==> src/rtl/mem_arbiter.sv <==
// Shares the 8-bit RAM bus between IF word fetches (4 byte reads, done 6 cycles after grant) and SLB byte accesses (read ack +3, write ack +2).
// rdy_in low freezes everything; IO writes wait in IDLE while the IO buffer is full; a flush aborts reads but never a store.
module mem_arbiter #(
    parameter logic [31:0] IO_BASE    = 32'h30000,
    parameter int          FAIR_LIMIT = 2
) (
    input  logic        clk_in,
    input  logic        rst_in,
    input  logic        rdy_in,
    input  logic        control_hazard,
    input  logic        io_buffer_full,
    input  logic        if_req,
    input  logic [31:0] if_addr,
    output logic        if_done,
    output logic [31:0] if_data,
    input  logic        slb_req,
    input  logic        slb_wr,
    input  logic [31:0] slb_addr,
    input  logic [7:0]  slb_dout,
    output logic        slb_ack,
    output logic [7:0]  slb_din,
    input  logic [7:0]  mem_din,
    output logic [7:0]  mem_dout,
    output logic [31:0] mem_a,
    output logic        mem_wr
);

    localparam logic [1:0] S_IDLE   = 2'd0;
    localparam logic [1:0] S_IF_RD  = 2'd1;
    localparam logic [1:0] S_SLB_RD = 2'd2;
    localparam logic [1:0] S_SLB_WR = 2'd3;

    localparam int FW = (FAIR_LIMIT < 1) ? 1 : $clog2(FAIR_LIMIT + 1);

    logic [1:0]    state;
    logic [2:0]    cnt;
    logic [FW-1:0] fair_cnt;
    logic [23:0]   byte_buf;
    logic          wr_q;

    logic slb_blocked;
    logic slb_ok;
    logic if_ok;
    logic grant_if;
    logic grant_slb;

    assign slb_blocked = slb_wr && (slb_addr >= IO_BASE) && io_buffer_full;
    assign slb_ok      = slb_req && !slb_ack && !slb_blocked;
    assign if_ok       = if_req && !if_done;
    assign grant_if    = (state == S_IDLE) && if_ok && (!slb_ok || (fair_cnt == FW'(FAIR_LIMIT)));
    assign grant_slb   = (state == S_IDLE) && slb_ok && !grant_if;

    // The RAM is frozen by the same rdy_in, so a held strobe must not write twice.
    assign mem_wr = wr_q & rdy_in;

    always_ff @(posedge clk_in or posedge rst_in) begin
        if (rst_in) begin
            state    <= S_IDLE;
            cnt      <= 3'd0;
            fair_cnt <= '0;
            byte_buf <= 24'd0;
            wr_q     <= 1'b0;
            if_done  <= 1'b0;
            if_data  <= 32'd0;
            slb_ack  <= 1'b0;
            slb_din  <= 8'd0;
            mem_dout <= 8'd0;
            mem_a    <= 32'd0;
        end else if (rdy_in) begin
            if_done <= 1'b0;
            slb_ack <= 1'b0;
            wr_q    <= 1'b0;

            if (control_hazard || !if_req || grant_if)
                fair_cnt <= '0;
            else if (grant_slb)
                fair_cnt <= fair_cnt + 1'b1;

            case (state)
                S_IDLE: begin
                    if (grant_if) begin
                        state <= S_IF_RD;
                        mem_a <= if_addr;
                        cnt   <= 3'd0;
                    end else if (grant_slb) begin
                        mem_a <= slb_addr;
                        cnt   <= 3'd0;
                        if (slb_wr) begin
                            state    <= S_SLB_WR;
                            mem_dout <= slb_dout;
                            wr_q     <= 1'b1;
                        end else begin
                            state <= S_SLB_RD;
                        end
                    end
                end
                S_IF_RD: begin
                    if (control_hazard) begin
                        state <= S_IDLE;
                        cnt   <= 3'd0;
                    end else begin
                        cnt <= cnt + 3'd1;
                        if (cnt < 3'd3)
                            mem_a <= if_addr + 32'(cnt) + 32'd1;
                        // mem_din carries the byte addressed one cycle earlier.
                        case (cnt)
                            3'd1: byte_buf[7:0]   <= mem_din;
                            3'd2: byte_buf[15:8]  <= mem_din;
                            3'd3: byte_buf[23:16] <= mem_din;
                            3'd4: begin
                                if_data <= {mem_din, byte_buf};
                                if_done <= 1'b1;
                                state   <= S_IDLE;
                                cnt     <= 3'd0;
                            end
                            default: ;
                        endcase
                    end
                end
                S_SLB_RD: begin
                    if (control_hazard) begin
                        state <= S_IDLE;
                        cnt   <= 3'd0;
                    end else if (cnt == 3'd0) begin
                        cnt <= 3'd1;
                    end else begin
                        slb_din <= mem_din;
                        slb_ack <= 1'b1;
                        state   <= S_IDLE;
                        cnt     <= 3'd0;
                    end
                end
                default: begin
                    // Stores are already committed, so a flush never cancels them.
                    slb_ack <= 1'b1;
                    state   <= S_IDLE;
                end
            endcase
        end
    end

endmodule

==> config.mk <==
export PLATFORM = sky130hd
export DESIGN_NAME = mem_arbiter
export DESIGN_NICKNAME = d
export VERILOG_FILES = /design/src/rtl/mem_arbiter.sv
export SDC_FILE = /design/constraint.sdc
export NUM_CORES = 1
export LEC_CHECK = 0
export BUFFER_PORTS_ARGS = -buffer_cell sky130_fd_sc_hd__buf_2
export CAP_MARGIN = 20
export CELL_PAD_IN_SITES_DETAIL_PLACEMENT = 1
export CELL_PAD_IN_SITES_GLOBAL_PLACEMENT = 1
export CORE_MARGIN = 8
export CORE_UTILIZATION = 26
export CTS_BUF_LIST = sky130_fd_sc_hd__clkbuf_16
export CTS_CLUSTER_DIAMETER = 50
export DETAILED_ROUTE_END_ITERATION = 8
export PLACE_DENSITY_LB_ADDON = 0.1
export SETUP_SLACK_MARGIN = 0.3
export SLEW_MARGIN = 20
export SYNTH_ARGS = -nofsm -noshare
export SYNTH_HDL_FRONTEND = slang
export SYNTH_SLANG_ARGS = --single-unit
export TNS_END_PERCENT = 10
==> constraint.sdc <==
create_clock -name clk_in -period 5 [get_ports clk_in]
set_clock_uncertainty 0.2 [all_clocks]
set_input_delay 0.75 -clock clk_in [delete_from_list [all_inputs] [get_ports clk_in]]
set_output_delay 0.75 -clock clk_in [all_outputs]
set_load 0.02 [all_outputs]
# Word level (Yosys, flattened, before mapping)
# Cells that the tools add are included.
[word_totals]
register_bits = 114
latch_bits = 0
ramBits = 0
mem_bits_ro = 0
output_inout_bits = 83
elab_cells = 101
memories = 0
[op_classes]
addsub = 4
n_mul = 0
div_mod_pow = 0
n_lt_le_gt_ge = 2
eq_ne = 12
n_shift = 0
muxes = 32
bitwise_logic = 4
n_reduce_logical = 34
[op_table]
columns = ["cell", "count"]
rows = [
  ["$mux W32", 4],
  ["$pmux W32 S2", 1],
  ["$add A32 B1 Y32 const B", 1],
  ["$add A32 B3 Y32", 1],
  ["$ge A32 B18 Y1 const B", 1],
  ["$reduce_and A4 Y1", 6],
  ["$mux W2", 8],
  ["$mux W1", 12],
  ["$mux W3", 4],
  ["$reduce_and A5 Y1", 2],
  ["$logic_and A1 B1 Y1", 9],
  ["$pmux W3 S3", 1],
  ["$eq A3 B2 Y1 const B", 2],
  ["$logic_not A1 Y1", 6],
  ["$ne A3 B3 Y1 const B", 2],
  ["$pmux W2 S3", 1],
  ["$eq A2 B2 Y1 const B", 2],
  ["$ne A2 B2 Y1 const B", 2],
  ["$reduce_bool A2 Y1", 2],
  ["$add A3 B1 Y3 const B", 1],
  ["$eq A3 B1 Y1 const B", 1],
  ["$eq A3 B3 Y1 const B", 1],
  ["$logic_not A3 Y1", 1],
  ["$logic_or A1 B1 Y1", 3],
  ["12 further kinds", 14],
]

# Logic depth before layout (Yosys ltp)
[depth]
ltp_word = 13
ltp_mapped = 11
mapped_depth_nobuf = 9

# Least setup slack after synthesis
# No wires, ideal clock.
[synth_path]
kind = "input -> register"
start = "in if_addr[0]"
end = "reg mem_a[30]"
t_arrival_ps = 2415
t_required_ps = 4718
setup_slack_ps = 2303
path_stages = 9
n_path_buf = 0
path_cell_list = "inv_1 > ha_1 > inv_1 > fa_1 > a21oi_1 > nor4_2 > nand3b_1 > or4_1 > a31oi_1"
[synth_via]
elab_chain_len = 5
[synth_rtl]
columns = ["item", "line", "source"]
rows = [
  ["start, declared", "13", "input logic [31:0] if_addr,"],
  ["$add A32 B3 Y32", "104", "mem_a <= if_addr + 32'(cnt) + 32'd1;"],
  ["$add A32 B1 Y32", "104", ""],
  ["$mux W32", "103", "if (cnt < 3'd3)"],
  ["$mux W32", "98", "if (control_hazard) begin"],
  ["$pmux W32 S2", "79", "case (state)"],
  ["end signal, assigned", "83", "mem_a <= if_addr;"],
  ["end signal, assigned", "86", "mem_a <= slb_addr;"],
  ["end signal, assigned", "104", ""],
  ["end, declared", "24", "output logic [31:0] mem_a,"],
]
# No other way between the ends. The select of a mux whose other input is x is not followed.
# A chain may end at the register's enable or synchronous reset.

# Final worst setup path
[layout_path]
start = "in slb_addr[29]"
end = "reg mem_a[4]"
[layout_via]
elab_chain_len = 12
[layout_rtl]
columns = ["item", "line", "source"]
rows = [
  ["start, declared", "18", "input logic [31:0] slb_addr,"],
  ["$ge A32 B18 Y1 *", "47", "assign slb_blocked = slb_wr && (slb_addr >= IO_BASE) && io_buffer_full;"],
  ["$logic_and A1 B1 Y1 * (2 in a row)", "47", ""],
  ["$logic_not A1 Y1 *", "48", "assign slb_ok = slb_req && !slb_ack && !slb_blocked;"],
  ["$logic_and A1 B1 Y1 *", "48", ""],
  ["$logic_not A1 Y1", "50", "assign grant_if = (state == S_IDLE) && if_ok && (!slb_ok || (fair_cnt == FW'(FAIR_LIMIT)));"],
  ["$logic_or A1 B1 Y1", "50", ""],
  ["$logic_and A1 B1 Y1", "50", ""],
  ["$logic_not A1 Y1", "51", "assign grant_slb = (state == S_IDLE) && slb_ok && !grant_if;"],
  ["$logic_and A1 B1 Y1", "51", ""],
  ["$ne A3 B3 Y1 (no source line)", "-", ""],
  ["$reduce_and A5 Y1 (no source line)", "-", ""],
]
# Every way passes the cells marked *; elsewhere a longest branch is shown, timed or not.

==> results.json <==
{
  "status": "finished clean",
  "die_height_um": 171,
  "hp-class": "reg -> reg",
  "p_leak_nw": 3.86,
  "async_reset_ff_share_pct": 100,
  "met2_usage_pct": 26.3,
  "cts-buffers-inserted": 17,
  "nets": 840,
  "relSlewSlack_pct": 38.8,
  "busiest_layer": "met2",
  "ctsResizeCount": 0,
  "final_common_cell": "buf_2",
  "drc_errors": 0,
  "synth-warning-count": 0,
  "fin_crit_ns": 2.94,
  "cts_tree": "yes",
  "fill_cells": 2722,
  "worstSkewPairLatency_ns": 0.42,
  "drv_slew": 0,
  "synth_top_family_by_area": "multiplexers",
  "finalInstanceArea_sq_mm": 0.00797,
  "port_buffers": 170,
  "cts_htree_levels": 4,
  "ctsHoldBuffers": 0,
  "std_cell_rows": 56,
  "cp_num_buf_inv": 1,
  "syn_inst": 568,
  "yosysSeqAreaShare_pct": 45.7,
  "avgRoutedWirePerCell_um": 20.3,
  "postRouteAntennaNets": 0,
  "crit_family": "simple AND/OR/NAND/NOR gates",
  "cp-start-kind": "input pin",
  "synthMuxAreaShare_pct": 17.4,
  "worstPathRequired_ns": 5.08,
  "clk_pin_slew_ns": 0.06,
  "holdPathEnd": "mem_a[25]$_DFFE_PP0P_",
  "cap_violations": 0,
  "stdcell_count": 1071,
  "cts.path.max_buffers": 2,
  "ios": 171,
  "drtPass1Iterations": 4,
  "grt_max_degree": 73,
  "synth_xor_area_share_pct": 1.68,
  "seqCellArea_sq_mm": 0.00285,
  "dp_cells": 1039,
  "layout-drive-gt1-share_pct": 39.8,
  "hold_viol": 0,
  "grt_pass1_vias": 5874,
  "yosys_register_bits": 114,
  "cts_setup_buffers": 0,
  "cp_slowest_cell": "o211a_2",
  "vias": 5276,
  "r2r_slack_ns": 2.07,
  "dieArea_sq_mm": 0.0292,
  "antenna_cells": 0,
  "first_iter_violations": 237,
  "finalWirelength_um": 21700,
  "clockRootBuffer": "clkbuf_16",
  "dpl-instance-area_sq_mm": 0.00740,
  "setup_viol": 0,
  "min_path_cells": 2,
  "hpwl_um": 16400,
  "vias_per_cell": 4.93,
  "r2r-start": "cnt[0]$_DFFE_PP0P_",
  "layout_common_cells": "170 x buf_2, 114 x dfrtp_1, 66 x mux2_2, 39 x nand2_1, 35 x nor2_1",
  "hp-start": "mem_a[25]$_DFFE_PP0P_",
  "syn_nets": 669,
  "synth-adder-area-share_pct": 2.73,
  "floorplan.initialDensity_pct": 26.5,
  "syn_area_per_cell_sq_um": 11.0,
  "die_w_um": 171,
  "vdd_drop_max_mv": 0.206,
  "multi_input_area_sq_mm": 0.00315,
  "grt_overflow": 0,
  "cp_cell_sequence": "buf_2, nor4_1, and4_1, o211a_2, mux2i_1, o21ai_1",
  "use_met1_pct": 17.6,
  "r2r_cells": 9,
  "grt.total_usage_pct": 15.0,
  "fin_tns_setup_ns": 0,
  "clock_sinks": 114,
  "netlist_area_sq_mm": 0.00624,
  "max_stage_delay_ns": 0.79,
  "powerDensity_mw_per_mm2": 499,
  "core_area_sq_mm": 0.0235,
  "layout-area-overhead-vs-synth_pct": 27.8,
  "gp_congestion": 0.766,
  "worst_pin_slew_ns": 0.919,
  "antenna_found_initial": 1,
  "holdWs_ns": 0.279,
  "arrival_ns": 3.01,
  "grtUsageMet3_pct": 4.36,
  "fmax_mhz": 341,
  "period_share_pct": 58.7,
  "rsz0062_at_grt": "false",
  "path_class": "in -> reg",
  "grt_pass1_wl_um": 33700,
  "synthSimpleGateAreaFrac_pct": 15.9,
  "endpoint_kind": "flop",
  "synth_cell_types": 70,
  "synth-edff-count": 0,
  "crit_fanout": 32,
  "rr_endpoint": "mem_a[30]$_DFFE_PP0P_",
  "utilization_pct": 33.9,
  "synth_ff_type": "dfrtp_1",
  "synth-compound-area-share_pct": 12.8
}
==> report_power, final <==
| part | internal, mW | switching [mW] |
|---|---|---|
| sequential | 1.16 | 0.140 |
| clock | 0.697 | 0.500 |
| combinational | 0.534 | 0.953 |
==> synthesized netlist by cell type, types with 4 or more instances <==
library cell  instances  area, sq um
nand2_1              39          146
and2_1                5         31.3
a21oi_1              14         70.1
nor2_1               35          131
clkbuf_1             13         48.8
buf_2                 8         40.0
o211a_1               6         60.1
inv_1                18         67.6
xor2_1               10         87.6
nand2b_1              7         43.8
buf_4                 4         30.0
nor4_1                8         50.1
mux2_2               66          743
mux2_1                8         90.1
a21o_1                5         37.5
dfrtp_1             114         2850
and3_1                6         37.5
a211oi_1             17          128
mux2i_1              25          250
ha_1                 12          150
o211ai_1             14          105
nor3b_1               4         30.0
a31o_2                4         35.0
a31oi_1              11         68.8
nor3_1                6         30.0
nand4_1              20          125
nand3_1              26          130
==> kinds of logic (layout without fill, tap and decap cells) <==
| kind of cell | Yosys count | in the layout |
|---|---|---|
| mux | 99 | 99 |
| buf+inv | 46 | 230 |
| fa+ha+maj | 13 | 13 |
| xor+xnor | 12 | 12 |
| flops | 114 | 114 |
| compound gates | 104 | 104 |
| simple gates | 180 | 180 |
==> state kept, by name, summed over array words and instances, names as in the netlist, 2 cells and up <==
name and cells:
if_data 32, mem_a 32, byte_buf 24, mem_dout 8
slb_din 8, cnt 3, fair_cnt 2, state 2
==> stage by stage <==
step	setup slack [ns]	power (mW)
2_1_floorplan	1.03	2.30
5_1_grt	1.88	4.23
4_1_cts	2.05	4.06
6_report	2.06	3.98
3_3_place_gp	1.44	2.80
3_5_place_dp	1.62	2.83
==> worst max path at each step <==
stage	depth (start not counted)	slack [ns]	from	endpoint
after CTS	9	2.05	cnt[0]$_DFFE_PP0P_	mem_a[30]$_DFFE_PP0P_
after global routing	6	1.88	slb_addr[21]	mem_a[4]$_DFFE_PP0P_
after detailed placement	6	1.62	slb_addr[31]	mem_a[4]$_DFFE_PP0P_
after floorplan	1	1.03	rst_in	byte_buf[0]$_DFFE_PP0P_
final	6	2.06	slb_addr[29]	mem_a[4]$_DFFE_PP0P_
after global placement	7	1.44	slb_addr[29]	mem_a[26]$_DFFE_PP0P_
==> worst min-delay path, stage by stage, from the launching register on <==
cell and delay, ns:
dfrtp_1 0.34, nand2_1 0.05, o31ai_1 0.05
==> cell type report <==
class | count | area share, %
Inverter | 18 | 0.879
Clock inverter | 15 | 1.85
Tap cell | 319 | 5.01
Sequential cell | 114 | 35.8
Timing Repair Buffer | 180 | 11.6
Clock buffer | 17 | 5.34
Multi-Input combinational cell | 408 | 39.5
==> per-layer routing <==
layer	up-vias	share of wire [%]
li1	2466	-
met1	2685	42
met2	108	51
met3	15	5.9
met4	2	0.97
met5	-	0.055
Note: power is estimated with default switching activity, not from simulation.
